===== src/rtl/riscv_pkg.sv =====
// Shared RISC-V definitions for the load/store path: funct3 size codes, LSU states,
// opcode constants and lane helpers for byte enables and store data replication.
package riscv_pkg;

  localparam logic [6:0] OPC_LOAD  = 7'b0000011;
  localparam logic [6:0] OPC_STORE = 7'b0100011;

  localparam logic [2:0] F3_B  = 3'b000;
  localparam logic [2:0] F3_H  = 3'b001;
  localparam logic [2:0] F3_W  = 3'b010;
  localparam logic [2:0] F3_BU = 3'b100;
  localparam logic [2:0] F3_HU = 3'b101;

  typedef enum logic [1:0] {IDLE = 2'd0, REQ = 2'd1, RESP = 2'd2} lsu_state_t;
  typedef enum logic [1:0] {SZ_B = 2'd0, SZ_H = 2'd1, SZ_W = 2'd2} acc_size_t;

  // Reserved encodings fall through to a word access.
  function automatic acc_size_t access_size(input logic [2:0] f3);
    case (f3)
      F3_B, F3_BU: access_size = SZ_B;
      F3_H, F3_HU: access_size = SZ_H;
      default:     access_size = SZ_W;
    endcase
  endfunction

  function automatic logic [3:0] byte_enable(input acc_size_t sz, input logic [1:0] off);
    case (sz)
      SZ_B:    byte_enable = 4'b0001 << off;
      SZ_H:    byte_enable = 4'b0011 << {off[1], 1'b0};
      default: byte_enable = 4'b1111;
    endcase
  endfunction

  function automatic logic [31:0] store_data(input acc_size_t sz, input logic [31:0] wd);
    case (sz)
      SZ_B:    store_data = {4{wd[7:0]}};
      SZ_H:    store_data = {2{wd[15:0]}};
      default: store_data = wd;
    endcase
  endfunction

endpackage


===== src/rtl/load_formatter.sv =====
// Combinational load data formatter: picks the byte/half lane from the read word
// and sign- or zero-extends it according to funct3.
module load_formatter
  import riscv_pkg::*;
#(
  parameter int XLEN = 32
) (
  input  logic [XLEN-1:0] rdata,
  input  logic [1:0]      off,
  input  logic [2:0]      funct3,
  output logic [XLEN-1:0] result
);

  logic [7:0]  byte_s;
  logic [15:0] half_s;

  // Lane selection and extension; half lanes ignore off[0].
  always_comb begin
    byte_s = 8'(rdata >> {off, 3'b000});
    half_s = 16'(rdata >> {off[1], 4'b0000});
    case (funct3)
      F3_B:    result = {{(XLEN-8){byte_s[7]}}, byte_s};
      F3_BU:   result = {{(XLEN-8){1'b0}}, byte_s};
      F3_H:    result = {{(XLEN-16){half_s[15]}}, half_s};
      F3_HU:   result = {{(XLEN-16){1'b0}}, half_s};
      default: result = rdata;
    endcase
  end

endmodule


===== src/rtl/mem_access_unit.sv =====
// Load/store unit: req/ack data-memory bus master with pipeline stall and load formatting.
// Optional MISALIGN_TRAP_EN turns misaligned half/word accesses into a one-cycle exception.
module mem_access_unit
  import riscv_pkg::*;
#(
  parameter int XLEN = 32
) (
  input  logic            clk,
  input  logic            rst,
  input  logic            MemRead,
  input  logic            MemWrite,
  input  logic [2:0]      funct3,
  input  logic [XLEN-1:0] addr,
  input  logic [XLEN-1:0] wdata,
  output logic            stall,
  output logic            load_valid,
  output logic [XLEN-1:0] rdata_out,
  output logic            misalign_exc,
  output logic            mem_req,
  output logic            mem_we,
  output logic [XLEN-1:0] mem_addr,
  output logic [XLEN-1:0] mem_wdata,
  output logic [3:0]      mem_be,
  input  logic            mem_ack,
  input  logic [XLEN-1:0] mem_rdata
);

  lsu_state_t      state_r, next_s;
  logic [1:0]      off_r;
  logic [2:0]      f3_r;
  logic            load_r;
  logic            acc_s;
  logic            misalign_s;
  acc_size_t       size_s;
  logic [XLEN-1:0] fmt_s;

  assign acc_s  = MemRead | MemWrite;
  assign size_s = access_size(funct3);

`ifdef MISALIGN_TRAP_EN
  assign misalign_s = ((size_s == SZ_H) && addr[0]) ||
                      ((size_s == SZ_W) && (addr[1:0] != 2'b00));
`else
  assign misalign_s = 1'b0;
`endif

  load_formatter #(.XLEN(XLEN)) u_fmt (
    .rdata  (mem_rdata),
    .off    (off_r),
    .funct3 (f3_r),
    .result (fmt_s)
  );

  // Stall holds the pipeline from strobe detection until the response cycle.
  always_comb begin
    if (rst) begin
      stall = 1'b0;
    end else begin
      stall = ((state_r == IDLE) && acc_s) || (state_r == REQ);
    end
  end

  // Next-state logic; misaligned traps skip the bus phase entirely.
  always_comb begin
    next_s = state_r;
    case (state_r)
      IDLE: begin
        if (acc_s) begin
          if (misalign_s) next_s = RESP;
          else            next_s = REQ;
        end else begin
          next_s = IDLE;
        end
      end
      REQ: begin
        if (mem_ack) next_s = RESP;
        else         next_s = REQ;
      end
      RESP:    next_s = IDLE;
      default: next_s = IDLE;
    endcase
  end

  // State, latched access info and registered bus/result outputs.
  always_ff @(posedge clk) begin
    if (rst) begin
      state_r      <= IDLE;
      off_r        <= 2'b00;
      f3_r         <= 3'b000;
      load_r       <= 1'b0;
      mem_req      <= 1'b0;
      mem_we       <= 1'b0;
      mem_addr     <= '0;
      mem_wdata    <= '0;
      mem_be       <= 4'b0000;
      rdata_out    <= '0;
      load_valid   <= 1'b0;
      misalign_exc <= 1'b0;
    end else begin
      state_r      <= next_s;
      load_valid   <= 1'b0;
      misalign_exc <= 1'b0;
      case (state_r)
        IDLE: begin
          if (acc_s) begin
            off_r  <= addr[1:0];
            f3_r   <= funct3;
            load_r <= ~MemWrite;
            if (misalign_s) begin
              misalign_exc <= 1'b1;
            end else begin
              mem_req   <= 1'b1;
              mem_we    <= MemWrite;
              mem_addr  <= {addr[XLEN-1:2], 2'b00};
              mem_be    <= byte_enable(size_s, addr[1:0]);
              mem_wdata <= store_data(size_s, wdata);
            end
          end
        end
        REQ: begin
          if (mem_ack) begin
            mem_req <= 1'b0;
            if (load_r) begin
              rdata_out  <= fmt_s;
              load_valid <= 1'b1;
            end
          end
        end
        default: ;
      endcase
    end
  end

endmodule


===== config.mk =====
export PLATFORM = sky130hd
export DESIGN_NAME = mem_access_unit
export DESIGN_NICKNAME = d
export VERILOG_FILES = /design/src/rtl/riscv_pkg.sv /design/src/rtl/load_formatter.sv /design/src/rtl/mem_access_unit.sv
export SDC_FILE = /design/constraint.sdc
export NUM_CORES = 1
export LEC_CHECK = 0
export ABC_AREA = 1
export BUFFER_PORTS_ARGS = -buffer_cell sky130_fd_sc_hd__buf_2
export CORE_MARGIN = 8
export CORE_UTILIZATION = 47
export DETAILED_ROUTE_END_ITERATION = 10
export PLACE_DENSITY = 0.89
export RECOVER_POWER = 100
export SLEW_MARGIN = 10
export SYNTH_ARGS = -nofsm -noshare
export SYNTH_HDL_FRONTEND = slang
export SYNTH_SLANG_ARGS = --single-unit
export TNS_END_PERCENT = 30

===== constraint.sdc =====
create_clock -name clk -period 1.69 [get_ports clk]
set_clock_uncertainty 0.1 [all_clocks]
set_input_delay 0.338 -clock clk [delete_from_list [all_inputs] [get_ports clk]]
set_output_delay 0.338 -clock clk [all_outputs]
set_load 0.05 [all_outputs]

==> results of run 1 <==
[cells by family after synthesis]
group | count (synthesis) | synth area share (%)
AOI/OAI and AO/OA | 184 | 20.5
DFF | 109 | 45.7
buffers and inverters | 121 | 10.5
other | 1 | 0.0785
and+or+nand+nor | 278 | 23.3
[Yosys cell counts, drive strengths merged]
library cell,instances
nand3,23
a21o,7
nand3b,1
conb,1
nand2,120
clkbuf,19
nand4,2
nor2,131
a31oi,7
o21a,1
buf,23
dfxtp,109
o22ai,8
a21oi,51
inv,79
or2,1
a41oi,5
o21ai,105
[flip-flops by register name, summed over array words and instances (netlist names)]
name and flops:
load_valid 1, load_r 1, mem_wdata 32, mem_addr 30
mem_be 4, mem_req 1, state_r 2, rdata_out 32
f3_r 3, off_r 2, mem_we 1
[final timing paths]
kind	end	slack, ns	cells past startpoint
worst max-delay path	stall	0.04	4
worst min-delay path	mem_addr[10]$_SDFFE_PP0P_	0.10	3
worst max register to register	mem_wdata[16]$_SDFFE_PP0P_	0.12	8
worst min register to register	mem_wdata[2]$_SDFFE_PP0P_	0.37	2
[through the flow]
stage	setup WS, ns	hold slack [ns]	cells	setup TNS [ns]	total power [W]
2_1_floorplan	0.127	0.346	695	0	0.00429
3_3_place_gp	0.0570	0.347	1011	0	0.00483
3_5_place_dp	0.00385	0.356	1011	0	0.00486
4_1_cts	0.0196	0.0932	1028	0	0.00630
5_1_grt	-0.0292	0.0892	1030	-0.0292	0.00660
6_report	0.0442	0.103	1030	0	0.00628
[per-layer routing]
| metal | routed length (um) | part of all wire, % | vias to the layer above |
|---|---|---|---|
| li1 | - | - | 2598 |
| met1 | 6030 | 40 | 2302 |
| met2 | 7260 | 48 | 227 |
| met3 | 1540 | 10 | 26 |
| met4 | 330 | 2.2 | 0 |
| met5 | 0 | 0 | - |
[area by class of cell]
type,instances,share of cell area (%)
multi-input combinational,465,34.4
antenna,2,0.0806
tap,136,2.74
clock inverter,7,0.826
sequential,109,35.2
timing repair buffer,223,20.0
inverter,79,4.81
clock buffer,9,1.99
[tightest hold or removal path: cells and delay by family]
family | cells | cell delay [ns]
simple gates | 1 | 0.07
compound gates | 1 | 0.07
buf+inv | 1 | 0.07
[repair_timing]
| item | in CTS | in global routing |
|---|---|---|
| setup endpoints to repair | 1 | 27 |
| resized for setup | 3 | 5 |
| buffers inserted | 1 | 0 |
| pin swaps | 1 | 0 |
[power breakdown]
group / leakage, nW / internal [W] / switching, W
sequential: 0.898 / 0.00278 / 0.000112
combinational: 2.28 / 0.000531 / 0.00140
clock: 0.0739 / 0.000538 / 0.000921
==> reports/results.txt, run 1 <==
Total track usage: 21.7%
Post-synthesis sequential area ratio: 45.7%
Vias in the first global route: 4,912
Routability cong.: 0.887
Mapped Area: 4780 um2
Slowest stage delay, CP: 0.34 ns
Via-to-Cell Ratio: 5.00
Most Crowded Layer GR: met2
Num rows: 37
Starting density of the core: 47.3%
GRT Residual Overflow: 0
CP max-delay cell: dfxtp_2
CTS tree: done
Final ANT Viol Nets: 0
CP delay by family, top: flip-flops
CTS H-Tree Depth: 3
Num CTS Buffers: 9
Critical path startpoint: state_r[1]$_SDFF_PP0_
Fin area: 6210 um2
Filler Cells Inserted: 962
Area growth, synth to finish: 30.0%
Peak supply drop: 0.000621 V
Die width: 117 um
Met3 Track Usage GR: 7.18%
Most frequent cells in the layout: buf_2, nor2_1, nand2_1
Vias: 5,153
Cells after Synth: 693
HP Class: input port to register
Drt pass-1 iters: 5
Kind of end point of the critical path: primary output
M2 GR Usage: 35.3%
Synthesis-stage register bit count: 109
Most common library cell in the layout ignoring fill and taps: buf_2
Nets: 991
Final setup fails: 0
Final hold violations: 0
Worst-path fanout max: 2
Largest net degree at the start of global routing: 66
CTS Hold Bufs: 0
RSZ-0062 raised after global routing: true
Clk_lat worst skew: 0.37 ns
Minimum clock period: 1.65 ns
Wirelength per Cell: 14.7 um
Root Driver: clkbuf_8
Hpwl dp: 11,400 um
Die height: 117 um
Worst-case clock buffer depth: 2
Critical Path AT: 1.21 ns
Leak pwr: 3.25 nW
Worst r2r src: state_r[1]$_SDFF_PP0_
Top cell type's share of synthesized area: 45.7%
Clock sinks: 109
DRC: 0
Status: complete, no violations
Avg Cell Area, Syn: 6.90 um2
Distinct cell type count after synthesis: 28
Crit path launch type: register
Core Box Area: 10,100 um2
Routed WL: 15,200 um
Multi-input logic area: 2130 um2
Worst-path clk slew: 0.11 ns
Register area: 2180 um2
WP buf/inv: 1
Ys Warns: 0
HP Start: addr[10]
Fraction of layout cells with a size suffix above 1: 29.5%
Initial antenna violation count: 2
Final period util: 97.4%
IO Port Bufs: 205
Fin. max-slew vios: 0
Met1 GRT Util: 25.7%
Power per Cell Area: 1010 nW/um2
Placed instance area: 6000 um2
CP cell instances: nor2_2 > nand2_2 > a21oi_4 > buf_6
Total die area: 13,600 um2
Core Util, Final: 61.5%
Crit Path Category: register to primary output
Fmax: 0.608 GHz
Initial drt markers: 409
Yosys top cell by area: dfxtp_1
Synth area leaders: dfxtp_1, nor2_1, o21ai_0, nand2_1, inv_1
I/O pin total: 209
Max_cap viols: 0
Worst Path Required: 1.25 ns
First-pass GRT wire length: 23,500 um
Note: power is estimated with default switching activity, not from simulation.
==> inputs of run 2 (changes only) <==
- CORE_UTILIZATION: 47 -> 49
- CTS_BUF_LIST: unset -> sky130_fd_sc_hd__clkbuf_8
- PLACE_DENSITY: 0.89 -> 0.92
==> reports/results.txt, run 2 (same netlist as run 1, synthesis figures left out) <==
Most common library cell in the layout ignoring fill and taps: buf_2
CTS H-Tree Depth: 3 (unchanged)
Max_cap viols: 0 (unchanged)
Wirelength per Cell: 15.0 um (+1.6%)
Fraction of layout cells with a size suffix above 1: 29.3% (-0.21 points)
Total die area: 13,200 um2 (-3.5%)
Peak supply drop: 0.000612 V (-1.4%)
Placed insts: 1,011 (unchanged)
Vias: 5,180 (+0.52%)
Drt pass-1 iters: 5 (unchanged)
Final period util: 98.8% (+1.4 points)
CTS tree: done
Most frequent cells in the layout: buf_2, nor2_1, nand2_1
Status: complete, no violations
Minimum clock period: 1.67 ns (+0.0237 ns)
Routability cong.: 0.920 (+3.7%)
Crit path launch type: register
Biggest regs: mem_wdata: 32 flops, rdata_out: 32 flops, mem_addr: 30 flops
Leak pwr: 3.28 nW (+0.73%)
Num CTS Buffers: 9 (unchanged)
Worst-path fanout max: 4 (+2)
Antenna fix cells: 0 (-2)
I/O pin total: 209 (unchanged)
Core Box Area: 9640 um2 (-4.5%)
Power per Cell Area: 1010 nW/um2 (+0.18%)
Worst slack at placement: -0.0790 ns (-0.0828 ns)
Largest net degree at the start of global routing: 57 (-14%)
Hold Slack: 0.119 ns (+0.0160 ns)
Initial antenna violation count: 0 (-2)
Core Util, Final: 64.4% (+2.8 points)
DRC: 0 (unchanged)
Via-to-Cell Ratio: 5.04 (+0.72%)
Worst Path Required: 1.25 ns (about the same)
Starting density of the core: 49.6% (+2.2 points)
Initial drt markers: 458 (+12%)
First-pass GRT wire length: 24,300 um (+3.2%)
Final Worst Setup Slack: 0.0205 ns (-0.0237 ns)
Final hold violations: 0 (unchanged)
Total track usage: 22.8% (+1.1 points)
Clk_lat worst skew: 0.37 ns (about the same)
Non-Filler Instances: 1,028 (-0.19%)
Kind of end point of the critical path: primary output
Fin. max-slew vios: 0 (unchanged)
Clock sinks: 109 (unchanged)
RSZ-0062 raised after global routing: true
Die height: 115 um (-1.8%)
Num rows: 36 (-2.7%)
CTS Hold Bufs: 0 (unchanged)
Hpwl dp: 11,600 um (+1.8%)
Nets: 995 (+0.40%)
Final TNS setup: 0 ns (unchanged)
Area growth, synth to finish: 29.9%
Fmax: 0.599 GHz (-1.4%)
Final setup fails: 0 (unchanged)
Critical Path AT: 1.23 ns (+0.02 ns)
HP Class: input port to register
Vias in the first global route: 5,037 (+2.5%)
Crit Path Category: register to primary output
Routed WL: 15,400 um (+1.4%)
IO Port Bufs: 205 (unchanged)
Worst-path clk slew: 0.11 ns (about the same)
Worst-case clock buffer depth: 2 (unchanged)
GRT Residual Overflow: 0 (unchanged)
Root Driver: clkbuf_8
Final ANT Viol Nets: 0 (unchanged)
Die width: 115 um (-1.8%)
==> run 2: changes by cell type in the layout (fill, tap and decap cells not counted), moves of 2 or more <==
cell        before  now
diode_2          2    0
buf_4           12   18
clkinvlp_4       5    1
buf_12           6    4
clkinv_4         0    2
==> run 2: critical path, cell delays in order, from the launching register on <==
cell,delay (ns)
dfxtp_1,0.33
nor2_2,0.12
nand2_2,0.10
a21oi_4,0.15
buf_8,0.16
==> run 2: per-layer routing <==
metal  track usage [%]  vias to the layer above  wire length [um]
met5                 0                        -                 0
met2              39.0                      218              7560
met1              26.7                     2334              6260
met3              6.51                       24              1300
li1                  -                     2604                 -
met4              8.06                        0               241
==> run 2: final timing paths <==
path / slack [ns] / to / depth (start not counted) / start
worst max-delay path: 0.02 / stall / 4 / state_r[1]$_SDFF_PP0_
worst max register to register: 0.13 / rdata_out[30]$_SDFFE_PP0P_ / 7 / off_r[1]$_SDFFE_PP0P_
worst min-delay path: 0.12 / mem_addr[28]$_SDFFE_PP0P_ / 3 / addr[28]
worst min register to register: 0.36 / mem_req$_SDFFE_PP0P_ / 2 / mem_req$_SDFFE_PP0P_
==> run 2: through the flow <==
stage	total power [W]	area, um2
floorplan	0.00429	4800
global placement	0.00482	6000
detailed placement	0.00486	6000
CTS	0.00631	6200
global route	0.00660	6200
finish	0.00629	6200
==> run 2: power breakdown <==
group / internal [W] / switching, W / total, W
clock: 0.000546 / 0.000910 / 0.00146
combinational: 0.000529 / 0.00141 / 0.00194
sequential: 0.00278 / 0.000112 / 0.00289
total: 0.00385 / 0.00243 / 0.00629
==> run 2: cell type report <==
type,count,area [um2]
clock buffer,9,124
timing repair buffer,227,1250
tap,133,166
multi-input combinational,465,2130
fill,914,3430
clock inverter,6,48.8
sequential,109,2180
inverter,79,299
==> run 2: repair_timing <==
action | in CTS | in global routing
gates resized for setup | 5 | 2
pin swaps | 1 | 0
endpoints found under the setup margin | 1 | 5
cloned | 0 | 0
setup buffers | 2 | 0
